### config.mk
export PLATFORM = sky130hd
export DESIGN_NAME = multi_lockout
export DESIGN_NICKNAME = d
export VERILOG_FILES = /design/src/rtl/multi_lockout_pkg.sv /design/src/rtl/lockout_channel.sv /design/src/rtl/multi_lockout.sv
export SDC_FILE = /design/constraint.sdc
export NUM_CORES = 1
export LEC_CHECK = 0
export BUFFER_PORTS_ARGS = -buffer_cell sky130_fd_sc_hd__buf_2
export CAP_MARGIN = 40
export CORE_ASPECT_RATIO = 1.25
export CORE_MARGIN = 2
export CORE_UTILIZATION = 40
export DETAILED_ROUTE_END_ITERATION = 8
export PLACE_DENSITY = 0.54
export REMOVE_ABC_BUFFERS = 1
export SLEW_MARGIN = 20
export SYNTH_ARGS = -nofsm -noshare
export SYNTH_HDL_FRONTEND = slang
export SYNTH_SLANG_ARGS = --single-unit
### constraint.sdc
create_clock -name clk -period 4.5 [get_ports clk]
set_clock_uncertainty 0.2 [all_clocks]
set_input_delay 0.9 -clock clk [delete_from_list [all_inputs] [get_ports clk]]
set_output_delay 0.9 -clock clk [all_outputs]
set_load 0.1 [all_outputs]
### src/rtl/multi_lockout_pkg.sv
// Shared types and helpers for the multi-channel button lockout one-shot.
// State encoding and counter sizing are common to every channel.
package multi_lockout_pkg;

  typedef enum logic [2:0] {
    IDLE  = 3'd0,
    ARM   = 3'd1,
    PULSE = 3'd2,
    HOLD  = 3'd3,
    REL   = 3'd4
  } state_e;

  // One spare bit above the largest terminal count keeps compares unambiguous.
  function automatic int cnt_width(input int deb, input int pls, input int rpt);
    int m;
    m = deb;
    if (pls > m) m = pls;
    if (rpt > m) m = rpt;
    return $clog2(m) + 1;
  endfunction

endpackage

### src/rtl/lockout_channel.sv
// One button channel: 2-flop synchroniser, debounce/one-shot FSM and shared counter.
// Outputs are registered from the next-state so they never glitch.
module lockout_channel
  import multi_lockout_pkg::*;
#(
  parameter int DEB_CYCLES    = 4,
  parameter int PULSE_CYCLES  = 2,
  parameter int REPEAT_CYCLES = 10
) (
  input  logic clk,
  input  logic rst_n,
  input  logic l_n,
  input  logic repeat_en,
  output logic p_n,
  output logic held
);

  localparam int CW = cnt_width(DEB_CYCLES, PULSE_CYCLES, REPEAT_CYCLES);
  localparam logic [CW-1:0] DEB_LAST = CW'(DEB_CYCLES - 1);
  localparam logic [CW-1:0] PLS_LAST = CW'(PULSE_CYCLES - 1);
  localparam logic [CW-1:0] REP_LAST = CW'(REPEAT_CYCLES - 1);

  logic          sync1_q, sync1_d;
  logic          sync2_q, sync2_d;
  state_e        state_q, state_d;
  logic [CW-1:0] cnt_q, cnt_d;
  logic          p_n_q, p_n_d;
  logic          held_q, held_d;
  logic          s_n;

  assign s_n = sync2_q;

  always_ff @(posedge clk or negedge rst_n) begin
    if (!rst_n) begin
      sync1_q <= 1'b1;
      sync2_q <= 1'b1;
      state_q <= IDLE;
      cnt_q   <= '0;
      p_n_q   <= 1'b1;
      held_q  <= 1'b0;
    end else begin
      sync1_q <= sync1_d;
      sync2_q <= sync2_d;
      state_q <= state_d;
      cnt_q   <= cnt_d;
      p_n_q   <= p_n_d;
      held_q  <= held_d;
    end
  end

  always_comb begin
    sync1_d = l_n;
    sync2_d = sync1_q;
    state_d = state_q;
    cnt_d   = cnt_q;

    case (state_q)
      IDLE: begin
        if (!s_n) begin
          state_d = ARM;
          cnt_d   = '0;
        end
      end
      ARM: begin
        if (s_n) begin
          state_d = IDLE;
          cnt_d   = '0;
        end else if (cnt_q == DEB_LAST) begin
          state_d = PULSE;
          cnt_d   = '0;
        end else begin
          cnt_d = cnt_q + 1'b1;
        end
      end
      PULSE: begin
        // The pulse always runs to full width; the button is ignored here.
        if (cnt_q == PLS_LAST) begin
          state_d = HOLD;
          cnt_d   = '0;
        end else begin
          cnt_d = cnt_q + 1'b1;
        end
      end
      HOLD: begin
        if (s_n) begin
          state_d = REL;
          cnt_d   = '0;
        end else if (repeat_en && (cnt_q == REP_LAST)) begin
          state_d = PULSE;
          cnt_d   = '0;
        end else if (cnt_q < REP_LAST) begin
          cnt_d = cnt_q + 1'b1;
        end
      end
      REL: begin
        // A low sample while releasing is bounce: back to HOLD without a new pulse.
        if (!s_n) begin
          state_d = HOLD;
          cnt_d   = '0;
        end else if (cnt_q == DEB_LAST) begin
          state_d = IDLE;
          cnt_d   = '0;
        end else begin
          cnt_d = cnt_q + 1'b1;
        end
      end
      default: begin
        state_d = IDLE;
        cnt_d   = '0;
      end
    endcase

    p_n_d  = (state_d != PULSE);
    held_d = (state_d == PULSE) || (state_d == HOLD) || (state_d == REL);
  end

  assign p_n  = p_n_q;
  assign held = held_q;

endmodule

### src/rtl/multi_lockout.sv
// Multi-channel lockout one-shot: NUM_CH independent button channels
// sharing a single auto-repeat enable.
module multi_lockout
  import multi_lockout_pkg::*;
#(
  parameter int NUM_CH        = 4,
  parameter int DEB_CYCLES    = 4,
  parameter int PULSE_CYCLES  = 2,
  parameter int REPEAT_CYCLES = 10
) (
  input  logic              clk,
  input  logic              rst_n,
  input  logic [NUM_CH-1:0] L_n,
  input  logic              repeat_en,
  output logic [NUM_CH-1:0] P_n,
  output logic [NUM_CH-1:0] held
);

  generate
    for (genvar gi = 0; gi < NUM_CH; gi++) begin : g_ch
      lockout_channel #(
        .DEB_CYCLES   (DEB_CYCLES),
        .PULSE_CYCLES (PULSE_CYCLES),
        .REPEAT_CYCLES(REPEAT_CYCLES)
      ) u_ch (
        .clk      (clk),
        .rst_n    (rst_n),
        .l_n      (L_n[gi]),
        .repeat_en(repeat_en),
        .p_n      (P_n[gi]),
        .held     (held[gi])
      );
    end
  endgenerate

endmodule

==> out/results.ini, run 1 <==
[clock_network]
clock_sinks=48
cts_tree=built
cts_resized=0
path_clk_slew_ps=80
insertion_delay_ps=290
holdBufCountCts=0
cts_root_buf=clkbuf_8
cts_buffers=5
h-tree-depth=2
cts.path.max_buffers=2
post-cts-setup-buffers=0

[sta]
setup_viol=0
fmax_mhz=427.0
slew-limit-headroom_pct=59.72
fin_tns_setup_ps=0
fin_crit_sh_pct=52.05
worst_pin_slew_ps=604.3
period_needed_ps=2342
rsz0062_at_grt=no
hold_violations=0
drv_slew=0
hold-worst-slack_ps=158.6

[status]
status=finished clean

[worst_setup_path]
rr_endpoint=g_ch[2].u_ch.cnt_q[4]
crit_path_start_kind=flop
critical-path-max-stage-delay_ps=530
critPathTopFamily=flip-flops
crit_slowest_cell=dfstp_2
cp_num_buf_inv=1
rr_worst_depth=7
critPathRequiredTime_ps=3400
worstReg2RegStart=g_ch[2].u_ch.cnt_q[1]
worstPathArrival_ps=1240
crit_type=reg2out
critPathCaptureType=primary output
worstPathCellList=buf_2
path_max_fanout=1
r2r_setup_slack_ps=2330

[floorplan]
die_w_um=78.18
core-area_um2=6606
die_height_um=96.73
dieArea_um2=7562
start_util_pct=41.65
floorplan.rows=33
ios=15

[final_layout]
final_cell_mix=dfrtp_1 (36), inv_1 (24), nand2_1 (23)
areaGrowthSynthToFinish_pct=5.866
seqCellArea_um2=1216
nFillCells=671
antennaDiodeCount=0
final_area_um2=2913
layout_commonest_cell=dfrtp_1
drive_above_1_share_pct=14.00
fin_util_pct=44.09
final_nets=315
multiInputGateArea_um2=1343

[global_route]
grtUsageTotal_pct=14.28
grt_pass1_vias=1991
grt_pass1_wl_um=8866
antenna_found_initial=0
grt_overflow_total=0
grt_max_degree=49

[yosys]
syn_avg_cell_area_um2=9.327
synth_edf_count=0
synth_ff_type=dfrtp_1
postSynth.asyncResetShare_pct=100.0
synth-compound-area-share_pct=20.60
netlist_area_um2=2751
syn_inst=295
ys_seq_elements=48
yosys.area_share.xor_xnor_pct=0
ys_types=52
ys_warn_count=0
synth_top_family_by_area=simple AND/OR/NAND/NOR gates
synth_simple_gate_area_share_pct=24.56
muxShareOfSynthArea_pct=0
synth_adder_area_share_pct=3.638
ys_seq_area_share_pct=44.20

[hold_path]
hold_start=g_ch[1].u_ch.sync1_q
min_path_type=reg2reg
hold_end=g_ch[1].u_ch.s_n
hold_depth=0

[route]
wl_per_cell_um=12.98
viasPerCell=5.444
wirelength_um=5025
drt_iter0_drc=75
drc=0
vias=2107
dr.pass1.iters=4
ant_nets=0

[flow_run]
cap_violations=0

[pwr]
p_per_area_nw_per_um2=580.3
ir_worst_vdd_v=0.0002250
p_leak_nw=1.209

[place]
place_hpwl_um=3639
routabilityCongestion=0.7644
numPortBuffers=14
placed_cell_area_um2=2835

[worst max path at each step]
stage                           startpoint               endpoint  slack, ps  depth (start not counted)
after floorplan                  repeat_en  g_ch[2].u_ch.cnt_q[4]       2300                          5
after global placement           repeat_en  g_ch[2].u_ch.cnt_q[2]       2040                          6
after detailed placement         repeat_en  g_ch[2].u_ch.cnt_q[2]       1990                          6
after CTS                 g_ch[1].u_ch.p_n                 P_n[1]       2150                          1
after global routing      g_ch[1].u_ch.p_n                 P_n[1]       2120                          1
final                     g_ch[1].u_ch.p_n                 P_n[1]       2160                          1
[flip-flops by register name, summed over array words and instances, names as in the netlist]
name and count:
g_ch.u_ch.cnt_q 20, g_ch.u_ch.state_q 12, g_ch.u_ch.held 4, g_ch.u_ch.p_n 4, g_ch.u_ch.s_n 4, g_ch.u_ch.sync1_q 4
[area by class of cell]
type / count / share of cell area [%]
clock buffer: 6 / 2.491
clock inverter: 1 / 0.1718
inverter: 24 / 3.093
multi-input combinational: 206 / 46.09
sequential: 48 / 41.75
tap: 87 / 3.737
timing repair buffer: 15 / 2.663
[cell families after synthesis]
group | count (synthesis)
simple gates | 119
buf+inv | 41
fa+ha+maj | 8
compound gates | 79
flops | 48
[synthesized netlist by cell type, types with 2 or more instances]
master | n | area [µm²]
a211o_1 | 5 | 43.79
a211oi_1 | 2 | 15.01
a21boi_1 | 2 | 15.01
a21oi_1 | 17 | 85.08
a2bb2oi_1 | 2 | 17.52
a31oi_1 | 3 | 18.77
a32oi_1 | 3 | 26.28
a41o_1 | 2 | 20.02
and2_1 | 3 | 18.77
and3_1 | 4 | 25.02
buf_2 | 4 | 20.02
buf_4 | 9 | 67.56
clkbuf_1 | 4 | 15.01
dfrtp_1 | 36 | 900.9
dfstp_2 | 12 | 315.3
ha_1 | 8 | 100.1
inv_1 | 24 | 90.09
nand2_1 | 23 | 86.33
nand2b_1 | 19 | 118.9
nand3_1 | 10 | 50.05
nand3b_1 | 2 | 15.01
nor2_1 | 19 | 71.32
nor2b_1 | 3 | 18.77
nor3_1 | 11 | 55.05
nor3b_1 | 2 | 15.01
nor4_1 | 5 | 31.28
nor4b_2 | 3 | 45.04
o21ai_1 | 8 | 40.04
o22a_1 | 3 | 26.28
o22ai_1 | 15 | 93.84
o31a_1 | 2 | 17.52
o31ai_1 | 5 | 37.54
or2_1 | 6 | 37.54
[power breakdown]
part           total [mW]  switching, mW  internal (mW)
clock               0.240          0.134          0.106
combinational       0.772          0.520          0.252
sequential          0.678          0.133          0.545
total                1.69          0.787          0.903
[per-stage QoR]
step	instances	power (mW)	worst slack, ps
after detailed placement	380	1.462	1992
final	387	1.690	2158
after CTS	387	1.713	2147
after floorplan	278	1.302	2297
after global routing	387	1.825	2124
after global placement	380	1.459	2038
[metal layers]
layer	vias up	global-route usage (%)	share of wire [%]	wire length, µm
li1	1077	-	-	-
met1	997	19.22	49	2476
met2	27	23.14	47	2349
met3	6	2.892	2.7	137
met4	0	4.318	1.2	61
met5	-	0	0	0
Note: power is estimated with default switching activity, not from simulation.
==> run 2, diff against run 1 <==
PLACE_DENSITY = 0.56   (was 0.54)
clock period = 2.15 ns   (was 4.5 ns; I/O delays follow)
==> run 2 against run 1 <==
Largest cell class unchanged; global-route usage grew 0.58 points; worst setup slack lost 2100 ps; core utilization grew 3.3 points; final cell count grew 4.1%; via count grew 3.0%; wire length grew 6.5%; power grew 120%; flip-flop and latch count is the same; clock power grew 130%.
==> out/results.ini, run 2 (same netlist as run 1, synthesis figures left out) <==
[floorplan]
floorplan.rows=33  ; unchanged
dieArea_um2=7562  ; unchanged
die_w_um=78.18  ; unchanged
ios=15  ; unchanged
start_util_pct=41.65  ; unchanged
die_height_um=96.73  ; unchanged
core-area_um2=6606  ; unchanged

[final_layout]
reg_top3=g_ch.u_ch.cnt_q: 20 flops, g_ch.u_ch.state_q: 12 flops  ; unchanged
fin_util_pct=47.37  ; was 44.09%
final_cell_mix=dfrtp_1 (36), inv_1 (23), nand2_1 (22)  ; was dfrtp_1 (36), inv_1 (24), nand2_1 (23)
multiInputGateArea_um2=1414  ; was 1343 µm²
layout_commonest_cell=dfrtp_1  ; unchanged
drive_above_1_share_pct=21.52  ; was 14.00%
seqCellArea_um2=1216  ; unchanged
regMostFlops=g_ch.u_ch.cnt_q  ; unchanged
largest_reg_flops=20  ; unchanged
areaGrowthSynthToFinish_pct=13.73  ; was 5.866%
final_nets=330  ; was 315
final_area_um2=3129  ; was 2913 µm²
nFillCells=657  ; was 671
antennaDiodeCount=0  ; unchanged

[worst_setup_path]
r2r_setup_slack_ps=100  ; was 2330 ps
critical-path-max-stage-delay_ps=500  ; was 530 ps
rr_endpoint=g_ch[1].u_ch.cnt_q[4]  ; was g_ch[2].u_ch.cnt_q[4]
crit_type=reg2reg  ; was reg2out
worstPathCellList=ha_2 -> or4b_4 -> a32oi_2 -> o22ai_4 -> a21oi_1 -> o22ai_1  ; was buf_2
worstPathArrival_ps=2040  ; was 1240 ps
critPathRequiredTime_ps=2140  ; was 3400 ps
crit_slowest_cell=or4b_4  ; was dfstp_2
rr_worst_depth=6  ; was 7
critPathCaptureType=flop  ; was primary output
worstReg2RegStart=g_ch[1].u_ch.cnt_q[0]  ; was g_ch[2].u_ch.cnt_q[1]
path_max_fanout=4  ; was 1
crit_path_start_kind=flop  ; unchanged

[global_route]
grt_pass1_vias=2009  ; was 1991
antenna_found_initial=0  ; unchanged
grt_max_degree=49  ; unchanged
grt_overflow_total=0  ; unchanged
grt_pass1_wl_um=9335  ; was 8866 µm
grtUsageTotal_pct=14.86  ; was 14.28%

[sta]
hold-worst-slack_ps=19.27  ; was 158.6 ps
slew-limit-headroom_pct=64.22  ; was 59.72%
setup_ws_ps=97.54  ; was 2158 ps
hold_violations=0  ; unchanged
fmax_mhz=487.2
fin_crit_sh_pct=95.46
worst_pin_slew_ps=532.1  ; was 604.3 ps
drv_slew=0  ; unchanged
period_needed_ps=2052
setup_viol=0  ; unchanged
rsz0062_at_grt=yes  ; was no

[route]
vias=2171  ; was 2107
ant_nets=0  ; unchanged
wirelength_um=5352  ; was 5025 µm
top_layer=met4  ; unchanged
drt-met1-wl_um=2468  ; was 2476 µm
dr_wl_met3_um=136  ; was 137 µm
wl_per_cell_um=13.28  ; was 12.98 µm
viasPerCell=5.387  ; was 5.444
met2_length_um=2707  ; was 2349 µm
dr.pass1.iters=4  ; unchanged
drt_iter0_drc=81  ; was 75
drc=0  ; unchanged

[hold_path]
hold_end=g_ch[0].u_ch.sync1_q  ; was g_ch[1].u_ch.s_n
hold_depth=1  ; was 0
min_path_type=in2reg  ; was reg2reg
hold_start=L_n[0]  ; was g_ch[1].u_ch.sync1_q

[flow_run]
cap_violations=0  ; unchanged

[pwr]
ir_worst_vdd_v=0.0005583  ; was 0.0002250 V
p_per_area_nw_per_um2=1200  ; was 580.3 nW/µm²
finalPower_mw=3.756  ; was 1.690 mW
p_leak_nw=1.327  ; was 1.209 nW

[place]
placed_cell_area_um2=2915  ; was 2835 µm²
routabilityCongestion=0.8180  ; was 0.7644
place_ws_ps=37.22  ; was 1992 ps
place_hpwl_um=3767  ; was 3639 µm
numPortBuffers=14  ; unchanged

[clock_network]
cts_buffers=5  ; unchanged
h-tree-depth=2  ; unchanged
cts_tree=built  ; unchanged
cts_root_buf=clkbuf_8  ; unchanged
clock_sinks=48  ; unchanged
cts.path.max_buffers=2  ; unchanged
insertion_delay_ps=300  ; was 290 ps
path_clk_slew_ps=90  ; was 80 ps

[status]
status=finished clean  ; unchanged

==> run 2: changes by cell type in the layout (fill, tap and decap cells not counted), sizes merged <==
| cell | delta |
|---|---|
| buf | +13 |
| clkinvlp | +2 |
| dlygate4sd3 | +2 |
| clkbuf | -1 |
==> run 2: repair_timing <==
| item | 4_1_cts | 5_1_grt |
|---|---|---|
| endpoints found under the setup margin | 0 | 14 |
| gates resized for setup | 0 | 14 |
| setup buffers | 0 | 4 |
| endpoints found under the hold margin | 36 | 1 |
| hold buffers | 1 | 1 |
==> run 2: where the power goes <==
group	switching (mW)	leakage, nW	internal (mW)
Clock	0.321	0.0404	0.231
Combinational	1.17	0.678	0.634
Sequential	0.261	0.608	1.14
==> run 2: cell type report <==
cell class / count / share of cell area, %
multi-input cells: 206 / 45.18
flip-flops and latches: 48 / 38.86
repair buffers: 30 / 6.637
well taps: 87 / 3.479
inverters: 24 / 2.879
clock buffers: 5 / 2.199
clock inverters: 3 / 0.7597
==> run 2: layer usage <==
| metal | global-route usage, % | vias to the layer above |
|---|---|---|
| met4 | 3.509 | 0 |
| met3 | 3.358 | 4 |
| met1 | 20.01 | 1038 |
| met2 | 24.34 | 22 |
| li1 | - | 1107 |
| met5 | 0 | - |
==> run 2: stage by stage <==
stage          std cells  setup TNS [ps]
2_1_floorplan        278               0
3_3_place_gp         389               0
3_5_place_dp         389               0
4_1_cts              398               0
5_1_grt              403          -17.69
6_report             403               0
==> run 2: worst max-delay path, delay by kind of cell, from the launching register on <==
family / cells / cell delay (ps)
AO/OA/AOI/OAI: 4 / 640
AND/OR/NAND/NOR: 1 / 500
flip-flops: 1 / 410
adder cells (fa/ha/maj): 1 / 190
==> run 2: how the worst max path moves through the flow <==
| stage | start | endpoint | slack, ps | cells after the start |
|---|---|---|---|---|
| 6_report | g_ch[1].u_ch.cnt_q[0] | g_ch[1].u_ch.cnt_q[4] | 100 | 6 |
| 3_3_place_gp | g_ch[2].u_ch.cnt_q[0] | g_ch[2].u_ch.cnt_q[3] | 60 | 6 |
| 5_1_grt | g_ch[1].u_ch.cnt_q[1] | g_ch[1].u_ch.cnt_q[3] | -10 | 6 |
| 4_1_cts | g_ch[2].u_ch.cnt_q[0] | g_ch[2].u_ch.cnt_q[2] | 20 | 6 |
| 3_5_place_dp | g_ch[1].u_ch.cnt_q[1] | g_ch[1].u_ch.cnt_q[2] | 40 | 7 |
| 2_1_floorplan | g_ch[1].u_ch.cnt_q[0] | g_ch[1].u_ch.cnt_q[2] | 120 | 6 |
==> run 3, diff against run 2 <==
RECOVER_POWER = 25   (was unset)
==> run 3 against run 2 <==
Non-clock buffer count stayed put; core utilization decreased by 0.23 points; count of clock-buffer cells in the layout stayed put; sequential share of layout area up 0.19 points; final cell count unchanged; fmax is the same; sequential power about the same; largest cell class unchanged.
==> out/results.ini, run 3 (same netlist as run 1, synthesis figures left out) <==
[status]
status=finished clean  ; unchanged

[route]
wirelength_um=5356  ; was 5352 µm
drc=0  ; unchanged
vias=2171  ; unchanged
viasPerCell=5.387  ; unchanged
drt_iter0_drc=80  ; was 81
wl_per_cell_um=13.29  ; was 13.28 µm
dr.pass1.iters=4  ; unchanged
ant_nets=0  ; unchanged

[worst_setup_path]
worstReg2RegStart=g_ch[1].u_ch.cnt_q[0]  ; unchanged
rr_endpoint=g_ch[1].u_ch.cnt_q[4]  ; unchanged
rr_worst_depth=6  ; unchanged
worstPathCellList=ha_2 -> or4b_4 -> a32oi_2 -> o22ai_4 -> a21oi_1 -> o22ai_1  ; unchanged
critPathCaptureType=flop  ; unchanged
worstPathArrival_ps=2040  ; about the same
critPathTopFamily=compound AO/OA/AOI/OAI gates  ; unchanged
crit_path_start_kind=flop  ; unchanged
crit_slowest_cell=or4b_4  ; unchanged
critPathRequiredTime_ps=2140  ; about the same
path_max_fanout=4  ; unchanged
critical-path-max-stage-delay_ps=500  ; about the same
crit_type=reg2reg  ; unchanged
cp_num_buf_inv=0  ; unchanged
r2r_setup_slack_ps=100  ; about the same

[clock_network]
cts_root_buf=clkbuf_8  ; unchanged
cts.path.max_buffers=2  ; unchanged
h-tree-depth=2  ; unchanged
path_clk_slew_ps=90  ; about the same
clock_sinks=48  ; unchanged
insertion_delay_ps=300  ; about the same
cts_tree=built  ; unchanged
cts_buffers=5  ; unchanged

[final_layout]
regMostFlops=g_ch.u_ch.cnt_q  ; unchanged
finalNonFillerCells=403  ; unchanged
areaGrowthSynthToFinish_pct=13.19  ; was 13.73%
largest_reg_flops=20  ; unchanged
final_nets=330  ; unchanged
final_area_um2=3114  ; was 3129 µm²
final_cell_mix=dfrtp_1 (36), inv_1 (23), nand2_1 (22)  ; unchanged
nFillCells=659  ; was 657
reg_top3=g_ch.u_ch.cnt_q: 20 flops, g_ch.u_ch.state_q: 12 flops  ; unchanged
antennaDiodeCount=0  ; unchanged
layout_commonest_cell=dfrtp_1  ; unchanged
fin_util_pct=47.14  ; was 47.37%
drive_above_1_share_pct=21.52  ; unchanged

[sta]
hold-worst-slack_ps=19.19  ; was 19.27 ps
rsz0062_at_grt=yes  ; unchanged
drv_slew=0  ; unchanged
setup_ws_ps=97.54  ; unchanged
fin_tns_setup_ps=0  ; unchanged
worst_pin_slew_ps=1166  ; was 532.1 ps
period_needed_ps=2052  ; unchanged
setup_viol=0  ; unchanged
hold_violations=0  ; unchanged
slew-limit-headroom_pct=22.26  ; was 64.22%
fmax_mhz=487.2  ; unchanged
fin_crit_sh_pct=95.46  ; unchanged

[floorplan]
die_w_um=78.18  ; unchanged
die_height_um=96.73  ; unchanged
floorplan.rows=33  ; unchanged
dieArea_um2=7562  ; unchanged
start_util_pct=41.65  ; unchanged
core-area_um2=6606  ; unchanged
ios=15  ; unchanged

[hold_path]
hold_depth=1  ; unchanged
min_path_type=in2reg  ; unchanged
hold_end=g_ch[0].u_ch.sync1_q  ; unchanged
hold_start=L_n[0]  ; unchanged

[place]
placed_cell_area_um2=2915  ; unchanged
place_ws_ps=37.22  ; unchanged
placedCellCount=389  ; unchanged
place_hpwl_um=3767  ; unchanged
numPortBuffers=14  ; unchanged
routabilityCongestion=0.8180  ; unchanged

[global_route]
grt_overflow_total=0  ; unchanged
grt_pass1_wl_um=9335  ; unchanged
grt_pass1_vias=2009  ; unchanged
antenna_found_initial=0  ; unchanged
grt_max_degree=49  ; unchanged
grtUsageTotal_pct=14.86  ; unchanged

[pwr]
p_per_area_nw_per_um2=1205  ; was 1200 nW/µm²
ir_worst_vdd_v=0.0005573  ; was 0.0005583 V
finalPower_mw=3.753  ; was 3.756 mW
p_leak_nw=1.322  ; was 1.327 nW

[flow_run]
cap_violations=0  ; unchanged

## run 3: cell count changes in the layout (fill, tap and decap cells not counted)
cell	delta
buf_12	-1
clkbuf_2	+1
## run 3: worst reg2reg max path, stage by stage (launching register included)
cell     delay [ps]
dfrtp_1         410
ha_2            190
or4b_4          500
a32oi_2         270
o22ai_4         130
a21oi_1         150
o22ai_1          90
## run 3: layout make-up
type / count / area (µm²) / share of cell area (%)
Clock buffer: 5 / 68.82 / 2.210
Clock inverter: 3 / 23.77 / 0.7634
Inverter: 24 / 90.09 / 2.893
Multi-Input combinational cell: 206 / 1414 / 45.40
Sequential cell: 48 / 1216 / 39.05
Tap cell: 87 / 108.9 / 3.495
Timing Repair Buffer: 30 / 192.7 / 6.187
## run 3: how the worst max path moves through the flow
stage,end,startpoint,cells past startpoint
floorplan,g_ch[1].u_ch.cnt_q[2],g_ch[1].u_ch.cnt_q[0],6
global placement,g_ch[2].u_ch.cnt_q[3],g_ch[2].u_ch.cnt_q[0],6
detailed placement,g_ch[1].u_ch.cnt_q[2],g_ch[1].u_ch.cnt_q[1],7
CTS,g_ch[2].u_ch.cnt_q[2],g_ch[2].u_ch.cnt_q[0],6
global route,g_ch[1].u_ch.cnt_q[3],g_ch[1].u_ch.cnt_q[1],6
finish,g_ch[1].u_ch.cnt_q[4],g_ch[1].u_ch.cnt_q[0],6
## run 3: metal layers
layer	up-vias	global-route usage, %	wire length [µm]	part of all wire, %
li1	1106	-	-	-
met1	1039	20.01	2472	46
met2	22	24.34	2707	51
met3	4	3.358	136	2.5
met4	0	3.509	40	0.75
met5	-	0	0	0
## run 3: power breakdown
group / total, mW / internal (mW) / switching, mW
clock: 0.552 / 0.231 / 0.321
sequential: 1.40 / 1.14 / 0.261
combinational: 1.80 / 0.630 / 1.17
total: 3.75 / 2.00 / 1.75
## run 3: repair_timing
| item | CTS | global route |
|---|---|---|
| buffers inserted | 0 | 4 |
| setup endpoints to repair | 0 | 14 |
| gates resized for setup | 0 | 14 |
| hold buffers | 1 | 1 |
| endpoints found under the hold margin | 36 | 1 |
